[config.mk]
export PLATFORM = sky130hd
export DESIGN_NAME = rr_arbiter4
export DESIGN_NICKNAME = d
export VERILOG_FILES = /design/src/rtl/rr_arbiter4_pkg.sv /design/src/rtl/rr_arbiter4_pick4.sv /design/src/rtl/rr_arbiter4.sv
export SDC_FILE = /design/constraint.sdc
export NUM_CORES = 1
export LEC_CHECK = 0
export ABC_CLOCK_PERIOD_IN_PS = 2170
export CAP_MARGIN = 40
export CORE_MARGIN = 3
export CORE_UTILIZATION = 45
export CTS_BUF_LIST = sky130_fd_sc_hd__clkbuf_8 sky130_fd_sc_hd__clkbuf_16
export DETAILED_ROUTE_END_ITERATION = 10
export DONT_BUFFER_PORTS = 1
export SYNTH_ARGS = -nofsm -noshare
export SYNTH_HDL_FRONTEND = slang
export SYNTH_SLANG_ARGS = --single-unit
[constraint.sdc]
create_clock -name clock -period 2.17 [get_ports clock]
set_clock_uncertainty 0.05 [all_clocks]
set_input_delay 0.434 -clock clock [delete_from_list [all_inputs] [get_ports clock]]
set_output_delay 0.434 -clock clock [all_outputs]
set_load 0.02 [all_outputs]
[src/rtl/rr_arbiter4_pkg.sv]
// Shared types and helpers for the four-way round-robin arbiter.
package rr_arbiter4_pkg;

  localparam int ARB_N = 4;

  typedef enum logic {
    IDLE  = 1'b0,
    GRANT = 1'b1
  } arb_state_t;

  // One-hot grant vector for a requester index.
  function automatic logic [ARB_N-1:0] onehot4(input logic [1:0] idx);
    logic [ARB_N-1:0] v;
    v      = '0;
    v[idx] = 1'b1;
    return v;
  endfunction

endpackage

[src/rtl/rr_arbiter4_pick4.sv]
// Combinational round-robin picker: searches last+1, last+2, last+3, last
// and returns the first requester found.
module rr_pick4
  import rr_arbiter4_pkg::*;
(
  input  logic [3:0] req,
  input  logic [1:0] last,
  output logic       any,
  output logic [1:0] idx
);

  logic [1:0]       cand [ARB_N];
  logic [ARB_N-1:0] hit;

  // Candidate gi is the requester at priority rank gi (rank 0 = highest).
  genvar gi;
  generate
    for (gi = 0; gi < ARB_N; gi++) begin : g_cand
      assign cand[gi] = last + 2'(gi + 1);
      assign hit[gi]  = req[cand[gi]];
    end
  endgenerate

  // Lowest-ranked hit wins; scanning downwards lets the best rank overwrite.
  always_comb begin
    any = |req;
    idx = cand[ARB_N-1];
    for (int k = ARB_N - 1; k >= 0; k--) begin
      if (hit[k]) begin
        idx = cand[k];
      end
    end
  end

endmodule

[src/rtl/rr_arbiter4.sv]
// Round-robin arbiter for one shared 4:1-multiplexed resource, with a hold
// watchdog that revokes grants lasting MAX_HOLD cycles without done.
module rr_arbiter4
  import rr_arbiter4_pkg::*;
#(
  parameter int MAX_HOLD = 16,
  parameter int CNT_W    = (MAX_HOLD > 0) ? $clog2(MAX_HOLD + 1) : 1
) (
  input  logic       clock,
  input  logic       reset,
  input  logic [3:0] req,
  input  logic       done,
  output logic [3:0] grant,
  output logic [1:0] sel,
  output logic       busy,
  output logic       timeout
);

  localparam logic [CNT_W-1:0] HOLD_LAST = CNT_W'((MAX_HOLD > 0) ? MAX_HOLD - 1 : 0);

  arb_state_t state_reg, state_next;
  logic [1:0]       last_reg, last_next;
  logic [CNT_W-1:0] hold_cnt_reg, hold_cnt_next;
  logic [3:0]       grant_reg, grant_next;
  logic [1:0]       sel_reg, sel_next;
  logic             busy_reg, busy_next;
  logic             timeout_reg, timeout_next;

  logic       pick_any;
  logic [1:0] pick_idx;
  logic [1:0] pick_last;
  logic       wd_expire;
  logic       release_now;

  // While granted, a release re-arbitrates as if last were already the
  // current owner, so the finisher drops to lowest priority immediately.
  assign pick_last = (state_reg == GRANT) ? sel_reg : last_reg;

  rr_pick4 u_pick (
    .req  (req),
    .last (pick_last),
    .any  (pick_any),
    .idx  (pick_idx)
  );

  // done has precedence over the watchdog, so timeout only fires without done.
  assign wd_expire   = (MAX_HOLD > 0) && (state_reg == GRANT) &&
                       (hold_cnt_reg == HOLD_LAST) && !done;
  assign release_now = (state_reg == GRANT) && (done || wd_expire);

  // Next-state and next-output logic for the IDLE/GRANT machine.
  always_comb begin
    state_next    = state_reg;
    last_next     = last_reg;
    hold_cnt_next = hold_cnt_reg;
    grant_next    = grant_reg;
    sel_next      = sel_reg;
    busy_next     = busy_reg;
    timeout_next  = 1'b0;

    case (state_reg)
      IDLE: begin
        if (pick_any) begin
          state_next    = GRANT;
          grant_next    = onehot4(pick_idx);
          sel_next      = pick_idx;
          busy_next     = 1'b1;
          hold_cnt_next = '0;
        end
      end
      GRANT: begin
        if (release_now) begin
          last_next    = sel_reg;
          timeout_next = wd_expire;
          if (pick_any) begin
            grant_next    = onehot4(pick_idx);
            sel_next      = pick_idx;
            hold_cnt_next = '0;
          end else begin
            state_next = IDLE;
            grant_next = '0;
            busy_next  = 1'b0;
          end
        end else if (!req[sel_reg]) begin
          // Abandon: the owner withdrew; idle one cycle before re-arbitrating.
          last_next  = sel_reg;
          state_next = IDLE;
          grant_next = '0;
          busy_next  = 1'b0;
        end else begin
          hold_cnt_next = hold_cnt_reg + CNT_W'(1);
        end
      end
      default: begin
        state_next = IDLE;
        grant_next = '0;
        busy_next  = 1'b0;
      end
    endcase
  end

  // State, pointer, counter and output registers with synchronous reset.
  always_ff @(posedge clock) begin
    if (reset) begin
      state_reg    <= IDLE;
      last_reg     <= 2'd3;
      hold_cnt_reg <= '0;
      grant_reg    <= '0;
      sel_reg      <= 2'd0;
      busy_reg     <= 1'b0;
      timeout_reg  <= 1'b0;
    end else begin
      state_reg    <= state_next;
      last_reg     <= last_next;
      hold_cnt_reg <= hold_cnt_next;
      grant_reg    <= grant_next;
      sel_reg      <= sel_next;
      busy_reg     <= busy_next;
      timeout_reg  <= timeout_next;
    end
  end

  assign grant   = grant_reg;
  assign sel     = sel_reg;
  assign busy    = busy_reg;
  assign timeout = timeout_reg;

endmodule
==> results of run 1 <==
cells in the mapped netlist:
| cell | instances | area share |
|---|---|---|
| o21ai_0 | 3 | 0.018 |
| and3_1 | 2 | 0.015 |
| a21boi_1 | 1 | 0.0089 |
| nor4_2 | 1 | 0.015 |
| nor2_1 | 8 | 0.036 |
| ha_1 | 2 | 0.030 |
| mux2_1 | 2 | 0.027 |
| nand4_1 | 1 | 0.0074 |
| mux2i_1 | 1 | 0.012 |
| nor2b_1 | 2 | 0.015 |
| inv_1 | 3 | 0.013 |
| mux4_2 | 1 | 0.027 |
| nand3_1 | 5 | 0.030 |
| clkbuf_1 | 1 | 0.0044 |
| o32ai_1 | 1 | 0.010 |
| a21o_2 | 1 | 0.010 |
| and3_2 | 1 | 0.0089 |
| o211a_2 | 1 | 0.012 |
| dfxtp_1 | 16 | 0.38 |
| mux2_4 | 2 | 0.036 |
| a211oi_2 | 1 | 0.015 |
| nand2b_1 | 2 | 0.015 |
| a32o_1 | 4 | 0.047 |
| a211oi_1 | 2 | 0.018 |
| buf_2 | 1 | 0.0059 |
| and2_1 | 1 | 0.0074 |
| o21ai_1 | 1 | 0.0059 |
| nor3_1 | 1 | 0.0059 |
| a211o_1 | 3 | 0.031 |
| o21bai_1 | 1 | 0.0089 |
| nand2_1 | 2 | 0.0089 |
| or2_1 | 4 | 0.030 |
| nor4bb_1 | 1 | 0.012 |
| buf_6 | 1 | 0.013 |
| nor3b_2 | 1 | 0.015 |
| a21oi_1 | 8 | 0.047 |
power by group:
| part | leakage (nW) | internal (mW) | switching, mW | total (mW) |
|---|---|---|---|---|
| combinational | 0.191 | 0.0658 | 0.0606 | 0.126 |
| sequential | 0.131 | 0.317 | 0.0393 | 0.356 |
| clock | 0.0288 | 0.161 | 0.106 | 0.267 |
| total | 0.351 | 0.543 | 0.206 | 0.749 |
final cells by class:
class / count / area [um^2] / area share
Multi-Input combinational cell: 67 / 495.5 / 0.5294
Sequential cell: 16 / 320.3 / 0.3422
Clock buffer: 4 / 55.05 / 0.05882
Tap cell: 25 / 31.28 / 0.03342
Timing Repair Buffer: 3 / 22.52 / 0.02406
Inverter: 3 / 11.26 / 0.01203
placed cells by master, fill, tap and decap left out, drive strengths merged, types with 4 or more instances in the layout:
cell / instances
dfxtp: 16
nor2: 8
a21oi: 8
nand3: 5
or2: 4
a32o: 4
clkbuf: 4
o21ai: 4
mux2: 4
kinds of logic (layout without fill, tap and decap cells):
family          after synthesis  after routing  synth area share
buf+inv                       6             10           0.03708
simple gates                 32             32            0.2196
flops                        16             16            0.3798
compound gates               27             27            0.2329
mux                           6              6            0.1009
fa+ha+maj                     2              2           0.02967
path summary, 6_finish.rpt:
check                          to  slack (ps)  cells after the start
setup reg to reg         grant[2]         210                      7
hold / removal               busy         190                      1
hold reg to reg   hold_cnt_reg[4]         420                      2
setup / recovery         grant[2]         210                      7
through the flow:
step           hold WS, ps  worst slack [ps]  power, mW    util
2_1_floorplan        397.9             287.1     0.4686       -
3_3_place_gp         412.5             204.9     0.4889  0.5025
3_5_place_dp         410.2             152.8     0.4899  0.5025
4_1_cts              189.1             139.6     0.7550  0.5341
5_1_grt              186.4             35.46     0.7901  0.5362
6_report             190.4             212.2     0.7492  0.5362
what timing repair did:
action	in CTS	in global routing
hold endpoints to repair	0	0
setup endpoints to repair	0	4
setup buffers	0	0
gates resized for setup	0	1
layer usage:
metal  GRT usage  wire [um]  up-vias
li1            -          -      341
met1      0.1751        732      303
met2      0.2232        722       18
met3     0.04281         94        4
met4      0.1137         50        0
met5           0          0        -
==> impl_metrics.env, run 1 <==
export IMPL_insertedDiodeCount=0
export IMPL_final_max_slew_viol_count=0
export IMPL_grt_max_degree=15
export IMPL_core_area_mm2=0.001745
export IMPL_outcome="complete, no violations"
export IMPL_synth_cells=89
export IMPL_setup_tns_ps=0
export IMPL_clock_path_buffers=2
export IMPL_gp_congestion=0.8221
export IMPL_place_inst=114
export IMPL_crit_start="hold_cnt_reg[0]"
export IMPL_first_pass_iters=4
export IMPL_clockRootBuffer="clkbuf_8"
export IMPL_grtUsageTotal=0.1482
export IMPL_synth_cell_types=36
export IMPL_clock_latency_ps=250
export IMPL_synthToLayoutAreaGrowth_pct=10.98
export IMPL_synth_seq_cells=16
export IMPL_path_class="reg2reg"
export IMPL_slowest_delay_ps=330
export IMPL_yosys_warnings=0
export IMPL_hp_start="reset"
export IMPL_die_area_mm2=0.002430
export IMPL_peakVddDrop_uv=418.2
export IMPL_cpLargestDelayFamily="simple AND/OR/NAND/NOR gates"
export IMPL_drt_total_wl_um=1599
export IMPL_r2r_start="hold_cnt_reg[0]"
export IMPL_drt_iter0_markers=22
export IMPL_grt_setup_unrepaired="false"
export IMPL_crit_top_cell="ha_1"
export IMPL_seq_area_frac_synth=0.3798
export IMPL_fmax_mhz=510.8
export IMPL_mappedNetlistArea_um2=843.3
export IMPL_final_antenna_net_count=0
export IMPL_io_pins=15
export IMPL_largest_reg_flops=5
export IMPL_numCtsBuffers=3
export IMPL_fin_nets=103
export IMPL_start_kind="register"
export IMPL_stdcell_area_um2=935.9
export IMPL_crit_fanout=7
export IMPL_fillers=175
export IMPL_cts_sinks=16
export IMPL_holdBufCountCts=0
export IMPL_drcViolationCount=0
export IMPL_h_tree_depth=1
export IMPL_timing_final_crit_share=0.9022
export IMPL_power_density_mw_per_mm2=800.5
export IMPL_start_util=0.4832
export IMPL_end_kind="register"
export IMPL_grt_pass1_vias=639
export IMPL_leakagePower_nw=0.3510
export IMPL_timing_final_crit_period_ps=1958
export IMPL_slowest_stage="dfxtp_1"
export IMPL_slew_headroom=0.7308
export IMPL_via_per_inst=5.644
export IMPL_die_h_um=49.29
export IMPL_numPortBuffers=0
export IMPL_die_x_um=49.29
export IMPL_rows=15
export IMPL_dp_hpwl_um=1207
export IMPL_hold_class="in2reg"
export IMPL_cp_required_ps=2310
export IMPL_detail_route_wl_per_cell_um=13.55
export IMPL_instances_no_fill=118
export IMPL_crit_chain="ha_1 -> and3_1 -> ha_1 -> nor3b_2 -> nand2_1 -> a21oi_2 -> a32o_1"
export IMPL_tritoncts="done"
export IMPL_hold_viol_final=0
export IMPL_setup_viol=0
export IMPL_syn_nets=98
export IMPL_maxCapViolations=0
export IMPL_synth_avg_cell_area_um2=9.475
export IMPL_clk_pin_slew_ps=70
export IMPL_vias=666
export IMPL_grt_pass1_wl_um=2704
export IMPL_grt_antenna_before_repair=0
export IMPL_worstMarginPinSlew_ps=402.6
export IMPL_gr_total_overflow=0
export IMPL_drive_above_1_share=0.1828
export IMPL_crit_buf_inv=0
export IMPL_placed_area_um2=877.1
export IMPL_crit_arrival_ps=2100
No activity file was read; power rests on OpenSTA's default activity.
==> inputs of run 2 (changes only) <==
==> constraint.sdc (replaced) <==
create_clock -name clock -period 2.17 [get_ports clock]
set_clock_uncertainty 0.05 [all_clocks]
set_input_delay 0.1085 -clock clock [delete_from_list [all_inputs] [get_ports clock]]
set_output_delay 0.1085 -clock clock [all_outputs]
set_load 0.02 [all_outputs]
==> run 2 against run 1 <==
Against the previous run: sequential power hardly changed; first-iteration DRC count is 23% lower; total power is 0.67% higher; critical path depth stayed put; cell area is 1.6% higher; via count is 0.75% higher; non-clock buffer count is 1 higher; routed wire length is 1.5% higher; critical path type unchanged; largest power group unchanged; highest routed layer is now met3.
==> impl_metrics.env, run 2 (synthesis results as in run 1) <==
export IMPL_clockRootBuffer="clkbuf_8"
export IMPL_numCtsBuffers=3
export IMPL_gp_congestion=0.8175
export IMPL_detail_route_wl_per_cell_um=13.64
export IMPL_via_per_inst=5.639
export IMPL_grt_pass1_wl_um=2773
export IMPL_setup_viol=0
export IMPL_end_kind="register"
export IMPL_fin_nets=104
export IMPL_hold_class="in2reg"
export IMPL_multi_input_area_um2=498.0
export IMPL_layout_setup_ws_ps=210.0
export IMPL_post_cts_buffers=0
export IMPL_maxCapViolations=0
export IMPL_clock_path_buffers=2
export IMPL_io_pins=15
export IMPL_drcViolationCount=0
export IMPL_placed_area_um2=869.6
export IMPL_drt_total_wl_um=1623
export IMPL_peakVddDrop_uv=436.3
export IMPL_setup_tns_ps=0
export IMPL_fillers=177
export IMPL_start_kind="register"
export IMPL_hold_viol_final=0
export IMPL_outcome="complete, no violations"
export IMPL_cts_sinks=16
export IMPL_crit_arrival_ps=2080
export IMPL_worstMarginPinSlew_ps=626.4
export IMPL_numPortBuffers=0
export IMPL_synthToLayoutAreaGrowth_pct=12.76
export IMPL_first_pass_iters=4
export IMPL_largest_reg_flops=5
export IMPL_die_x_um=49.29
export IMPL_fmax_mhz=510.2
export IMPL_core_area_mm2=0.001745
export IMPL_cp_required_ps=2290
export IMPL_path_class="reg2reg"
export IMPL_timing_final_crit_period_ps=1960
export IMPL_grt_antenna_before_repair=0
export IMPL_die_h_um=49.29
export IMPL_crit_fanout=4
export IMPL_final_max_slew_viol_count=0
export IMPL_leakagePower_nw=0.3546
export IMPL_stdcell_area_um2=950.9
export IMPL_mostFrequentLayoutCell="dfxtp_1"
export IMPL_power_density_mw_per_mm2=793.2
export IMPL_vias=671
export IMPL_clock_latency_ps=250
export IMPL_place_ws_ps=134.1
export IMPL_slew_headroom=0.5790
export IMPL_grt_pass1_vias=673
export IMPL_final_antenna_net_count=0
export IMPL_timing_final_crit_share=0.9032
export IMPL_grt_setup_unrepaired="false"
export IMPL_dp_hpwl_um=1204
export IMPL_drt_iter0_markers=17
export IMPL_final_cell_mix="16 x dfxtp_1, 8 x nor2_1, 7 x a21oi_1"
export IMPL_grt_max_degree=13
export IMPL_tritoncts="done"
export IMPL_start_util=0.4832
export IMPL_rows=15
export IMPL_insertedDiodeCount=0
export IMPL_gr_total_overflow=0
export IMPL_die_area_mm2=0.002430
export IMPL_clk_pin_slew_ps=70
export IMPL_regArea_um2=320.3
export IMPL_h_tree_depth=1
export IMPL_grtUsageTotal=0.1481
export IMPL_drive_above_1_share=0.1809
## run 2: cell types whose count changed in the layout (fill, tap and decap cells not counted)
cell           change
dlygate4sd3_1      +2
nand2_1            -1
nand2_2            +1
buf_4              -1
## run 2: final timing paths
path | end | slack [ps] | cells after the start | startpoint
setup / recovery | hold_cnt_reg[2] | 210 | 7 | hold_cnt_reg[0]
hold / removal | hold_cnt_reg[1] | 40 | 3 | done
setup reg to reg | hold_cnt_reg[2] | 210 | 7 | hold_cnt_reg[0]
hold reg to reg | hold_cnt_reg[4] | 420 | 2 | hold_cnt_reg[4]
## run 2: cell type report
type,count,area share
Tap cell,25,0.03289
Sequential cell,16,0.3368
Clock buffer,4,0.05789
Inverter,3,0.01184
Multi-Input combinational cell,67,0.5237
Timing Repair Buffer,4,0.03684
## run 2: timing repair
| item | CTS | global route |
|---|---|---|
| setup endpoints to repair | 0 | 4 |
| endpoints found under the hold margin | 12 | 0 |
| hold buffers | 2 | 0 |
| gates resized for setup | 0 | 2 |
## run 2: stage by stage
step | std cells | util | power [mW] | hold WS (ps)
after floorplan | 89 | - | 0.4686 | 134.2
after global placement | 113 | 0.4982 | 0.4882 | 130.1
after detailed placement | 113 | 0.4982 | 0.4896 | 132.1
after CTS | 119 | 0.5412 | 0.7585 | 36.44
after global routing | 119 | 0.5448 | 0.7941 | 57.23
final | 119 | 0.5448 | 0.7542 | 41.18
## run 2: report_power, final
part | switching [mW] | leakage [nW] | internal, mW | total, mW
logic | 0.0653 | 0.195 | 0.0679 | 0.133
clock network | 0.104 | 0.0288 | 0.161 | 0.265
registers | 0.0397 | 0.131 | 0.317 | 0.356
## run 2: routing by layer
metal | share of wire | wire length, um | vias to the layer above | GRT usage
met5 | 0 | 0 | - | 0
met4 | 0 | 0 | 0 | 0.05687
met3 | 0.043 | 70 | 0 | 0.04587
met2 | 0.48 | 772 | 12 | 0.2545
met1 | 0.48 | 779 | 310 | 0.1692
li1 | - | - | 349 | -
## run 2: worst max-delay path: stages (launching register included)
cell and delay (ps):
dfxtp_1 330, ha_1 200, and3_1 180, ha_1 200
a21oi_1 280, nand4_1 150, mux2_1 330, nor3_1 160
==> inputs of run 3 (changes only) <==
- ABC_CLOCK_PERIOD_IN_PS: 2170 -> 2500
- RECOVER_POWER: default -> 100
- TNS_END_PERCENT: default -> 30
- clock period: 2.17 -> 2.5 ns (I/O delays scaled with it)
==> run 3 against run 2 <==
Against the previous run: cell area down 2.0%; fmax is 8.8% lower; combinational power down 19%; utilization decreased by 1.1 points; sequential share of layout area rose by 0.68 points; via count fell by 2.4%; largest cell class unchanged; final cell count decreased by 0.84%; register-to-register slack better by 140 ps.
==> impl_metrics.env, run 3 (synthesis results as in run 1) <==
export IMPL_outcome="complete, no violations"
export IMPL_timing_final_crit_period_ps=2150
export IMPL_final_max_slew_viol_count=0
export IMPL_rows=15
export IMPL_grt_pass1_wl_um=2884
export IMPL_drive_above_1_share=0.1398
export IMPL_r2r_start="hold_cnt_reg[0]"
export IMPL_peakVddDrop_uv=331.9
export IMPL_post_cts_buffers=0
export IMPL_drcViolationCount=0
export IMPL_numCtsBuffers=3
export IMPL_power_density_mw_per_mm2=690.6
export IMPL_hold_class="in2reg"
export IMPL_insertedDiodeCount=0
export IMPL_critical_path_endpoint="grant[2]"
export IMPL_grt_pass1_vias=661
export IMPL_io_pins=15
export IMPL_fmax_mhz=465.2
export IMPL_detail_route_wl_per_cell_um=13.75
export IMPL_fillers=175
export IMPL_h_tree_depth=1
export IMPL_grt_setup_unrepaired="false"
export IMPL_r2r_setup_slack_ps=350
export IMPL_switching_share=0.2707
export IMPL_clock_path_buffers=2
export IMPL_grt_antenna_before_repair=0
export IMPL_crit_start="hold_cnt_reg[0]"
export IMPL_maxCapViolations=0
export IMPL_slew_headroom=0.5834
export IMPL_r2r_end="grant[2]"
export IMPL_start_util=0.4832
export IMPL_drt_iter0_markers=13
export IMPL_numPortBuffers=0
export IMPL_postLayoutCoreUtil=0.5341
export IMPL_clockRootBuffer="clkbuf_8"
export IMPL_end_kind="register"
export IMPL_dp_hpwl_um=1188
export IMPL_p_comb_frac=0.168
export IMPL_setup_viol=0
export IMPL_timing_final_crit_share=0.8599
export IMPL_leakagePower_nw=0.3451
export IMPL_path_class="reg2reg"
export IMPL_die_x_um=49.29
export IMPL_via_per_inst=5.551
export IMPL_p_sw_uw=174.3
export IMPL_multi_input_area_um2=486.7
export IMPL_cts_sinks=16
export IMPL_die_h_um=49.29
export IMPL_layout_setup_ws_ps=350.3
export IMPL_clock_latency_ps=240
export IMPL_whs_ps=56.86
export IMPL_gp_congestion=0.7875
export IMPL_place_ws_ps=481.4
export IMPL_worstMarginPinSlew_ps=619.7
export IMPL_synthToLayoutAreaGrowth_pct=10.53
export IMPL_cp_required_ps=2590
export IMPL_final_antenna_net_count=0
export IMPL_power_frac_clock=0.351
export IMPL_largest_reg_flops=5
export IMPL_regArea_um2=320.3
export IMPL_vias=655
export IMPL_rr_worst_depth=7
export IMPL_crit_arrival_ps=2240
export IMPL_die_area_mm2=0.002430
export IMPL_drt_total_wl_um=1623
export IMPL_tritoncts="done"
export IMPL_seq_power_share=0.481
export IMPL_crit_fanout=6
export IMPL_internal_power_uw=469.5
export IMPL_clk_pin_slew_ps=60
export IMPL_mostFrequentLayoutCell="dfxtp_1"
export IMPL_hold_viol_final=0
export IMPL_first_pass_iters=4
export IMPL_grtUsageTotal=0.1549
export IMPL_start_kind="register"
export IMPL_fin_nets=103
export IMPL_final_cell_mix="16 x dfxtp_1, 8 x a21oi_1, 8 x nor2_1"
export IMPL_gr_total_overflow=0
export IMPL_grt_max_degree=13
export IMPL_setup_tns_ps=0
export IMPL_core_area_mm2=0.001745
-- run 3: metrics by stage --
stage | cell area (um^2) | instances | power (mW)
6_report | 932.1 | 118 | 0.6438
2_1_floorplan | 843.3 | 89 | 0.4068
3_3_place_gp | 862.1 | 112 | 0.4220
5_1_grt | 932.1 | 118 | 0.6839
3_5_place_dp | 862.1 | 112 | 0.4226
4_1_cts | 937.1 | 118 | 0.6566
-- run 3: metal layers --
layer | share of wire | vias up | GRT usage | routed length (um)
li1 | - | 341 | - | -
met1 | 0.47 | 301 | 0.1875 | 766
met2 | 0.47 | 11 | 0.2522 | 769
met3 | 0.044 | 2 | 0.04281 | 72
met4 | 0.0086 | 0 | 0.07109 | 14
met5 | 0 | - | 0 | 0
-- run 3: worst max-delay path, cell delays in order (launching register included) --
cell	delay [ps]
dfxtp_1	330
ha_1	210
and3_1	180
ha_1	200
nor3b_2	300
or2_0	360
nor2_1	140
a32o_1	280
-- run 3: cell type report --
cell class              instances  area share
multi-input cells              67      0.5221
inverters                       3     0.01208
repair buffers                  3     0.02953
clock buffers                   4     0.05906
flip-flops and latches         16      0.3436
well taps                      25     0.03356
-- run 3: power by group through the flow --
stage               Combinational, mW  Clock, mW  Sequential, mW
finish                          0.108      0.226           0.309
global route                    0.120      0.251           0.313
CTS                             0.112      0.234           0.310
detailed placement              0.107          0           0.316
global placement                0.106          0           0.316
floorplan                      0.0977          0           0.309
-- run 3: worst min path at each step --
stage                      from               to  cells after the start
after floorplan            done          timeout                      1
after global placement    reset           sel[1]                      1
after detailed placement  reset             busy                      1
after CTS                  done  hold_cnt_reg[1]                      3
after global routing       done  hold_cnt_reg[1]                      3
final                      done  hold_cnt_reg[1]                      3
-- run 3: what timing repair did --
item / 4_1_cts / 5_1_grt
endpoints found under the setup margin: 0 / 0
hold buffers: 2 / 0
endpoints found under the hold margin: 12 / 0
gates resized for setup: 0 / 0
